`src/rtl/arith_pkg.sv`:
```
// Shared arithmetic-unit definitions for the multiplier and divider controllers.
// No logic of its own; types, widths and a counter-width helper.
// No flow control; compile-time constants only.
package arith_pkg;

    // Default operand width for the sequential multiplier.
    localparam int MUL_W = 10;

    // Controller states, shared with the divider controller.
    typedef enum logic [1:0] {
        IDLE = 2'b00,
        CALC = 2'b01,
        DONE = 2'b10
    } state_e;

    // Bits needed for an iteration counter that must be able to hold n.
    function automatic int cnt_width(input int n);
        return $clog2(n + 1);
    endfunction

endpackage

```
`src/rtl/seq_shift_add_multiplier_if.sv`:
```
// Start/operand/result bundle between the arithmetic controller and the multiplier.
// Purely wiring; no latency.
// Start is sampled only while the multiplier is idle; busy tells the master when.
interface seq_shift_add_multiplier_if
    import arith_pkg::*;
#(
    parameter int N = MUL_W
) ();

    logic           start;
    logic [N-1:0]   a_in;
    logic [N-1:0]   b_in;
    logic           busy;
    logic           done;
    logic [2*N-1:0] product;

    // The controller issues requests and reads back results.
    modport master (
        output start, a_in, b_in,
        input  busy, done, product
    );

    // The multiplier receives requests and drives status and product.
    modport slave (
        input  start, a_in, b_in,
        output busy, done, product
    );

endinterface

```
`src/rtl/mul_acc_reg.sv`:
```
// Accumulator/multiplier register pair of the shift-and-add datapath.
// One add-and-shift iteration per step cycle; load and clear take effect on the next edge.
// No backpressure; the owning FSM decides every cycle which control is active.
module mul_acc_reg
    import arith_pkg::*;
#(
    parameter int N = MUL_W
) (
    input  logic         clock,
    input  logic         rst,
    input  logic         clr_i,
    input  logic         load_i,
    input  logic         step_i,
    input  logic [N-1:0] m_i,
    input  logic [N-1:0] b_i,
    output logic [N-1:0] acc_o,
    output logic [N-1:0] q_o
);

    logic [N-1:0] acc_q, acc_d;
    logic [N-1:0] q_q,   q_d;
    logic [N:0]   sum;
    logic         carry;

    // Conditional add is kept N+1 bits wide so the carry survives into the shift.
    always_comb begin
        sum   = {1'b0, acc_q} + (q_q[0] ? {1'b0, m_i} : {(N + 1){1'b0}});
        carry = sum[N];
    end

    // Clear wins over load, load wins over an iteration; otherwise hold.
    always_comb begin
        acc_d = acc_q;
        q_d   = q_q;
        if (clr_i) begin
            acc_d = '0;
            q_d   = '0;
        end else if (load_i) begin
            acc_d = '0;
            q_d   = b_i;
        end else if (step_i) begin
            // {ACC,Q} <= {carry, sum[N-1:0], Q[N-1:1]}
            acc_d = {carry, sum[N-1:1]};
            q_d   = {sum[0], q_q[N-1:1]};
        end
    end

    // Register pair with asynchronous clear to zero.
    always_ff @(posedge clock or negedge rst) begin
        if (!rst) begin
            acc_q <= '0;
            q_q   <= '0;
        end else begin
            acc_q <= acc_d;
            q_q   <= q_d;
        end
    end

    assign acc_o = acc_q;
    assign q_o   = q_q;

endmodule

```
`src/rtl/seq_shift_add_multiplier.sv`:
```
// Sequential unsigned radix-2 shift-and-add multiplier, N-bit operands, 2N-bit product.
// Start edge plus N iteration edges; done is a one-cycle pulse in the cycle after the last one.
// Start is only honoured in IDLE; requests while busy (including DONE) are dropped.
module seq_shift_add_multiplier
    import arith_pkg::*;
#(
    parameter int N = MUL_W
) (
    input  logic                        clock,
    input  logic                        rst,
    seq_shift_add_multiplier_if.slave   bus
);

    localparam int CNT_W = cnt_width(N);
    localparam logic [CNT_W-1:0] LAST_CNT = CNT_W'(N - 1);

    state_e           state_q, state_d;
    logic [CNT_W-1:0] cnt_q,   cnt_d;
    logic [N-1:0]     m_q,     m_d;
    logic             load;
    logic             step;
    logic [N-1:0]     acc;
    logic [N-1:0]     q;

    // Next state, counter, multiplicand capture and datapath controls.
    always_comb begin
        state_d = state_q;
        cnt_d   = cnt_q;
        m_d     = m_q;
        load    = 1'b0;
        step    = 1'b0;
        case (state_q)
            IDLE: begin
                if (bus.start) begin
                    load    = 1'b1;
                    m_d     = bus.a_in;
                    cnt_d   = '0;
                    state_d = CALC;
                end
            end
            CALC: begin
                step  = 1'b1;
                cnt_d = cnt_q + CNT_W'(1);
                if (cnt_q == LAST_CNT) begin
                    state_d = DONE;
                end
            end
            DONE: begin
                state_d = IDLE;
            end
            default: begin
                state_d = IDLE;
            end
        endcase
    end

    // State, counter and multiplicand registers; reset discards any operation in flight.
    always_ff @(posedge clock or negedge rst) begin
        if (!rst) begin
            state_q <= IDLE;
            cnt_q   <= '0;
            m_q     <= '0;
        end else begin
            state_q <= state_d;
            cnt_q   <= cnt_d;
            m_q     <= m_d;
        end
    end

    // The clear control exists for an abort-capable controller; this FSM never aborts.
    mul_acc_reg #(
        .N (N)
    ) u_acc (
        .clock  (clock),
        .rst    (rst),
        .clr_i  (1'b0),
        .load_i (load),
        .step_i (step),
        .m_i    (m_q),
        .b_i    (bus.b_in),
        .acc_o  (acc),
        .q_o    (q)
    );

    // Status decodes straight from the state register, so start never reaches busy/done combinationally.
    assign bus.busy    = (state_q != IDLE);
    assign bus.done    = (state_q == DONE);
    assign bus.product = {acc, q};

endmodule

```
`src/flat_wrapper.sv`:
```
// flat-port wrapper written by rule: the top's interface ports become plain ports
module seq_shift_add_multiplier_flat import arith_pkg::*;
#(
    parameter int N = MUL_W
)
  (clock, rst, bus_start, bus_a_in, bus_b_in, bus_busy, bus_done, bus_product);
  seq_shift_add_multiplier_if #(.N(N)) bus_i ();
  input  logic clock;
  input  logic rst;
  input wire logic [$bits(bus_i.start)-1:0] bus_start;
  input wire logic [$bits(bus_i.a_in)-1:0] bus_a_in;
  input wire logic [$bits(bus_i.b_in)-1:0] bus_b_in;
  output wire logic [$bits(bus_i.busy)-1:0] bus_busy;
  output wire logic [$bits(bus_i.done)-1:0] bus_done;
  output wire logic [$bits(bus_i.product)-1:0] bus_product;
  assign bus_i.start = bus_start;
  assign bus_i.a_in = bus_a_in;
  assign bus_i.b_in = bus_b_in;
  assign bus_busy = bus_i.busy;
  assign bus_done = bus_i.done;
  assign bus_product = bus_i.product;
  seq_shift_add_multiplier #(.N(N)) u_core (.clock(clock), .rst(rst), .bus(bus_i));
endmodule
```
`config.mk`:
```
export PLATFORM = sky130hd
export DESIGN_NAME = seq_shift_add_multiplier_flat
export DESIGN_NICKNAME = d
export VERILOG_FILES = /design/src/rtl/arith_pkg.sv /design/src/rtl/seq_shift_add_multiplier_if.sv /design/src/rtl/mul_acc_reg.sv /design/src/rtl/seq_shift_add_multiplier.sv /design/src/flat_wrapper.sv
export SDC_FILE = /design/constraint.sdc
export NUM_CORES = 1
export LEC_CHECK = 0
export CAP_MARGIN = 20
export CORE_ASPECT_RATIO = 1.25
export CORE_MARGIN = 2
export CORE_UTILIZATION = 50
export DETAILED_ROUTE_END_ITERATION = 16
export HOLD_SLACK_MARGIN = 0.06
export PLACE_DENSITY = 0.79
export SLEW_MARGIN = 15
export SYNTH_ARGS = -nofsm -noshare
export SYNTH_HDL_FRONTEND = slang
export SYNTH_SLANG_ARGS = --single-unit
```
`constraint.sdc`:
```
create_clock -name clock -period 2.81 [get_ports clock]
set_input_delay 0.562 -clock clock [delete_from_list [all_inputs] [get_ports clock]]
set_output_delay 0.562 -clock clock [all_outputs]
set_load 0.01 [all_outputs]
```
* After elaboration in Yosys (flattened, before gate mapping) *
Cells that the tools add are included.

storage, ports and cells
  register bits = 36
  input bits = 23
  output and inout bits = 22

operators by class
  $add $sub $neg = 2
  equality and inequality tests = 5
  muxes and demuxes = 13
  reduce and logical (&&, ||, !) cells = 7

operators by type and width
  cell                                                    count
  two-way mux 10 bit                                      5
  adder 10 x 11 -> 11 bit                                 1
  one-hot mux 4 bit (2 select lines)                      1
  AND reduction 2 bit                                     3
  nonzero test 2 bit                                      3
  adder 4 x 1 -> 4 bit (second input constant)            1
  equality test 4 bit (second input constant)             1
  two-way mux 2 bit                                       2
  two-way mux 4 bit                                       1
  one-hot mux 2 bit (2 select lines)                      1
  two-way mux 1 bit                                       3
  equality test 2 x 1 -> 1 bit (second input constant)    1
  equality test 2 bit (second input constant)             1
  zero test 2 bit                                         1
  inequality test 2 x 1 -> 1 bit (second input constant)  1
  inequality test 2 bit (second input constant)           1

* Logic depth before layout (Yosys ltp) *
  word-level depth = 4
  depth in mapped cells = 8
  gate-level depth less buffers = 7

* Modules after synthesis *
From an unflattened synthesis, not the netlist that was laid out.

unflattened totals
  cell total of the unflattened synthesis = 185
  area total of the unflattened synthesis = 2015.7 µm²

by module, submodules not included
  module                    times used  cells each  area an instance (µm²)
  mul_acc_reg               1           133         1305.0
  seq_shift_add_multiplier  1           52          710.7

* Worst setup path before layout *
Ideal clock, no wire load.

  path type = register -> register
  start point = reg u_core.u_acc.q_q[0], in the netlist u_core.u_acc.q_o[0]
  end point = reg u_core.u_acc.acc_q[7], in the netlist u_core.u_acc.acc_o[7]
  setup time = 0.069 ns
  data arrival time = 2.295 ns
  slack = 0.447 ns
  cell stages (with the launch flop) = 9
  path buffers = 1
  path through = dfrtp_1 > clkbuf_1 > and2_1 > ha_1 > fa_1 > a21o_1 > a41o_1 > or4_1 > nand3_1

on the way
  longest elaborated chain between the ends = 4

ends and longest elaborated chain
  element                   RTL line           source
  start: declaration        mul_acc_reg.sv:21  logic [N-1:0] q_q, q_d;
  start signal: assignment  mul_acc_reg.sv:55  q_q <= q_d;
  two-way mux 10 bit        mul_acc_reg.sv:27  sum = {1'b0, acc_q} + (q_q[0] ? {1'b0, m_i} : {(N + 1){1'b0}});
  adder 10 x 11 -> 11 bit   mul_acc_reg.sv:27
  two-way mux 10 bit        mul_acc_reg.sv:41  end else if (step_i) begin
  two-way mux 10 bit        mul_acc_reg.sv:38  end else if (load_i) begin
  end signal: assignment    mul_acc_reg.sv:51  acc_q <= '0;
  end signal: assignment    mul_acc_reg.sv:54  acc_q <= acc_d;
  end: declaration          mul_acc_reg.sv:20  logic [N-1:0] acc_q, acc_d;

No other way between the ends. The select of a mux whose other input is x is not followed.
A chain may end at the register's enable or synchronous reset.

* Worst setup path after layout *
Same ends and word-level chain as after synthesis.

==> summary.md <==
| Metric | Value |
|---|---|
| Status | complete, no violations |
| Root Buffer | clkbuf_8 |
| Adder-cell share of the synthesized area | 0.08495 |
| Cts hold-fix bufs | 0 |
| TritonCTS clock tree | yes |
| Initial antenna violation count | 0 |
| Mapped Cells | 222 |
| Final HPWL DP | 3124 microns |
| Worst Slack Setup Final | 0.3660 ns |
| Rel. slew slack | 0.4953 |
| Post-Synth Simple-Gate Area | 0.2511 |
| Leakage power | 1.198 nW |
| Fraction of synthesized area in multiplexers | 0 |
| Routed length per instance | 13.82 microns |
| Antenna-violating nets left | 0 |
| Worst-Margin Slew | 0.7542 ns |
| Syn Nets | 258 |
| Final setup viols | 0 |
| Buf/Inv on CP | 0 |
| Register bit total from synthesis | 36 |
| Global-route wire length before repair | 7769 microns |
| Hold Vio Cnt, Final | 0 |
| Synth warn | 0 |
| Synth area leaders | dfrtp_1 (45%), nand2_1 (12%), ha_1 (7.5%), a22oi_1 (3.7%), and2_1 (3.1%) |
| Area of the multi-input gates | 1046 sq um |
| Final min period | 2.444 ns |
| Synth Area in Compound Gates | 0.1730 |
| F_max | 409.2 MHz |
| Vias per cell | 5.506 |
| GRT Total Usage | 0.2302 |
| Congestion Overflow GR | 0 |
| Layout fillers | 323 |
| Die area | 4532 sq um |
| Sequential area share after synthesis | 0.4497 |
| Wirelength, routed | 4450 microns |
| Post-CTS Setup Bufs | 0 |
| Largest family of logic cells by synthesized area | simple AND/OR/NAND/NOR gates |
| Worst slack, placed | 0.4053 ns |
| Die span in y | 74.77 microns |
| MaxCap Viol Count | 0 |
| Yosys top cell by area | dfrtp_1 |
| Layout area overhead | 29.42% |
| Max rail drop VDD | 710.0 uV |
| Number of buffers created by CTS | 5 |
| RSZ-0062 raised after global routing | false |
| DR vias | 1773 |
| Antenna diodes | 0 |
| Share of cells above drive strength 1 | 0.05597 |
| Data arrival, critical path | 2.68 ns |
| Critical path's top delay family | simple AND/OR/NAND/NOR gates |
| Core Area | 3816 sq um |
| Die Width | 60.62 microns |
| Latest clock arrival within the worst-skew pair | 0.29 ns |
| Starting DRT DRC Count | 102 |
| Nets@finish | 303 |
| DRC | 0 |
| Synth cell types | 46 |
| TritonCTS Sinks | 36 |
| I/O pins | 45 |
| Hold Path Class | reg -> reg |
| Max Fanout on Critical Path | 12 |
| Crit path required time | 3.04 ns |
| TritonRoute pass-1 iters | 4 |
| Placer Congestion | 0.9296 |
| PortBufs | 44 |
| Crit Path Category | reg -> reg |
| Total Neg Setup Slack | 0 ns |
| Largest buffer count on any clock path | 2 |
| Cells along the critical path | and2_1 -> ha_1 -> fa_1 -> a21o_1 -> a41o_1 -> or4_1 -> nand3_1 |
| Initial Utilization | 0.5249 |
| Largest net degree at the start of global routing | 37 |
| Clock transition at path regs | 0.08 ns |
| Crit start category | register |
| Cell area power density | 1105 nW/um^2 |
| Row count | 25 |
| Post-cts resize count | 0 |
| Post-synthesis xor/xnor area fraction | 0.01312 |
| Pins Over Slew Limit | 0 |
| # H-tree levels | 2 |
| Crit. End Element | register |
| Register area | 900.9 sq um |
| Syn Area/Cell | 9.023 sq um |
| Worst Skew | 0.009022 ns |
| Synth top area share | 0.4497 |
| Vias in the first global route | 1703 |
| CP max stage delay | 0.51 ns |
| Slowest CP cell | dfrtp_1 |
| Mapped Area | 2003 sq um |
| Crit share post-route | 0.8698 |
==> report_power, final <==
| group | switching [mW] | leakage (nW) | total, mW | internal [mW] |
|---|---|---|---|---|
| clock | 0.191 | 0.0516 | 0.391 | 0.200 |
| sequential | 0.201 | 0.448 | 0.965 | 0.764 |
| combinational | 0.785 | 0.699 | 1.51 | 0.724 |
==> flip-flops by register name (all words and copies together), names as in the netlist <==
signal              count
u_core.cnt_q            4
u_core.m_q             10
u_core.u_acc.q_o       10
u_core.u_acc.acc_o     10
u_core.state_q          2
==> cell type report <==
class,instances,share of cell area
multi-input combinational,172,0.4035
inverter,5,0.007239
clock inverter,2,0.005309
sequential,36,0.3475
clock buffer,6,0.03185
tap,54,0.02606
timing repair buffer,47,0.1786
==> synth_stat cells, drive strengths merged <==
library cell	n
nand2	62
dfrtp	36
ha	12
and2	11
o21ai	11
a22oi	10
nand3	10
a21oi	7
nor2	7
clkbuf	6
inv	5
a31oi	3
buf	3
a2111oi	2
a211oi	2
a21o	2
nand2b	2
nand4	2
nor2b	2
nor3	2
nor3b	2
o211ai	2
o31ai	2
xnor2	2
a221oi	1
a32oi	1
a41o	1
and2b	1
and3	1
and4	1
fa	1
nand3b	1
o2111a	1
o2111ai	1
o21a	1
o21bai	1
o2bb2ai	1
o32ai	1
or4	1
or4b	1
xor2	1
==> path summary, 6_finish.rpt <==
kind                                     startpoint                     to  slack (ns)  cells past startpoint
worst max-delay path            u_core.u_acc.q_o[0]  u_core.u_acc.acc_o[7]        0.37                      7
worst min-delay path                  u_core.m_q[8]          u_core.m_q[8]        0.47                      2
worst max register to register  u_core.u_acc.q_o[0]  u_core.u_acc.acc_o[7]        0.37                      7
worst min register to register        u_core.m_q[8]          u_core.m_q[8]        0.47                      2
max in group asynchronous                       rst  u_core.u_acc.acc_o[6]        1.81                      2
min in group asynchronous                       rst    u_core.u_acc.q_o[1]        0.68                      2
==> per-layer routing <==
layer / up-vias / wire length, microns / global-route usage
met3: 5 / 257 / 0.04639
li1: 871 / - / -
met1: 839 / 1874 / 0.2940
met2: 58 / 2254 / 0.3823
met4: 0 / 64 / 0.08937
met5: - / 0 / 0
==> logic make-up after synthesis <==
logic type,count (synthesis)
compound gates,50
xor+xnor,3
fa+ha+maj,13
buf+inv,14
flops,36
simple gates,106
==> placed cells by master (no fill, tap or decap), drive strengths merged, types with 3 or more instances in the layout <==
cell type	n
a21oi	7
a22oi	10
a31oi	3
and2	11
buf	3
clkbuf	6
clkdlybuf4s50	44
dfrtp	36
ha	12
inv	6
nand2	62
nand3	10
nor2	7
o21ai	11
==> through the flow <==
step,hold slack (ns),power (mW),utilization,instance area [sq um],cells
floorplan,0.2664,1.928,-,2003,222
global placement,0.4524,2.445,0.6541,2496,314
detailed placement,0.4573,2.479,0.6541,2496,314
CTS,0.4761,2.884,0.6793,2592,322
global route,0.4967,3.126,0.6793,2592,322
finish,0.4723,2.865,0.6793,2592,322
==> worst reg2reg max path, cell delays in order, from the launching register on <==
cell and delay, ns:
dfrtp_1 0.51, and2_1 0.20, ha_1 0.22, fa_1 0.41, a21o_1 0.23, a41o_1 0.25
or4_1 0.46, nand3_1 0.09
No activity file was read; power rests on OpenSTA's default activity.
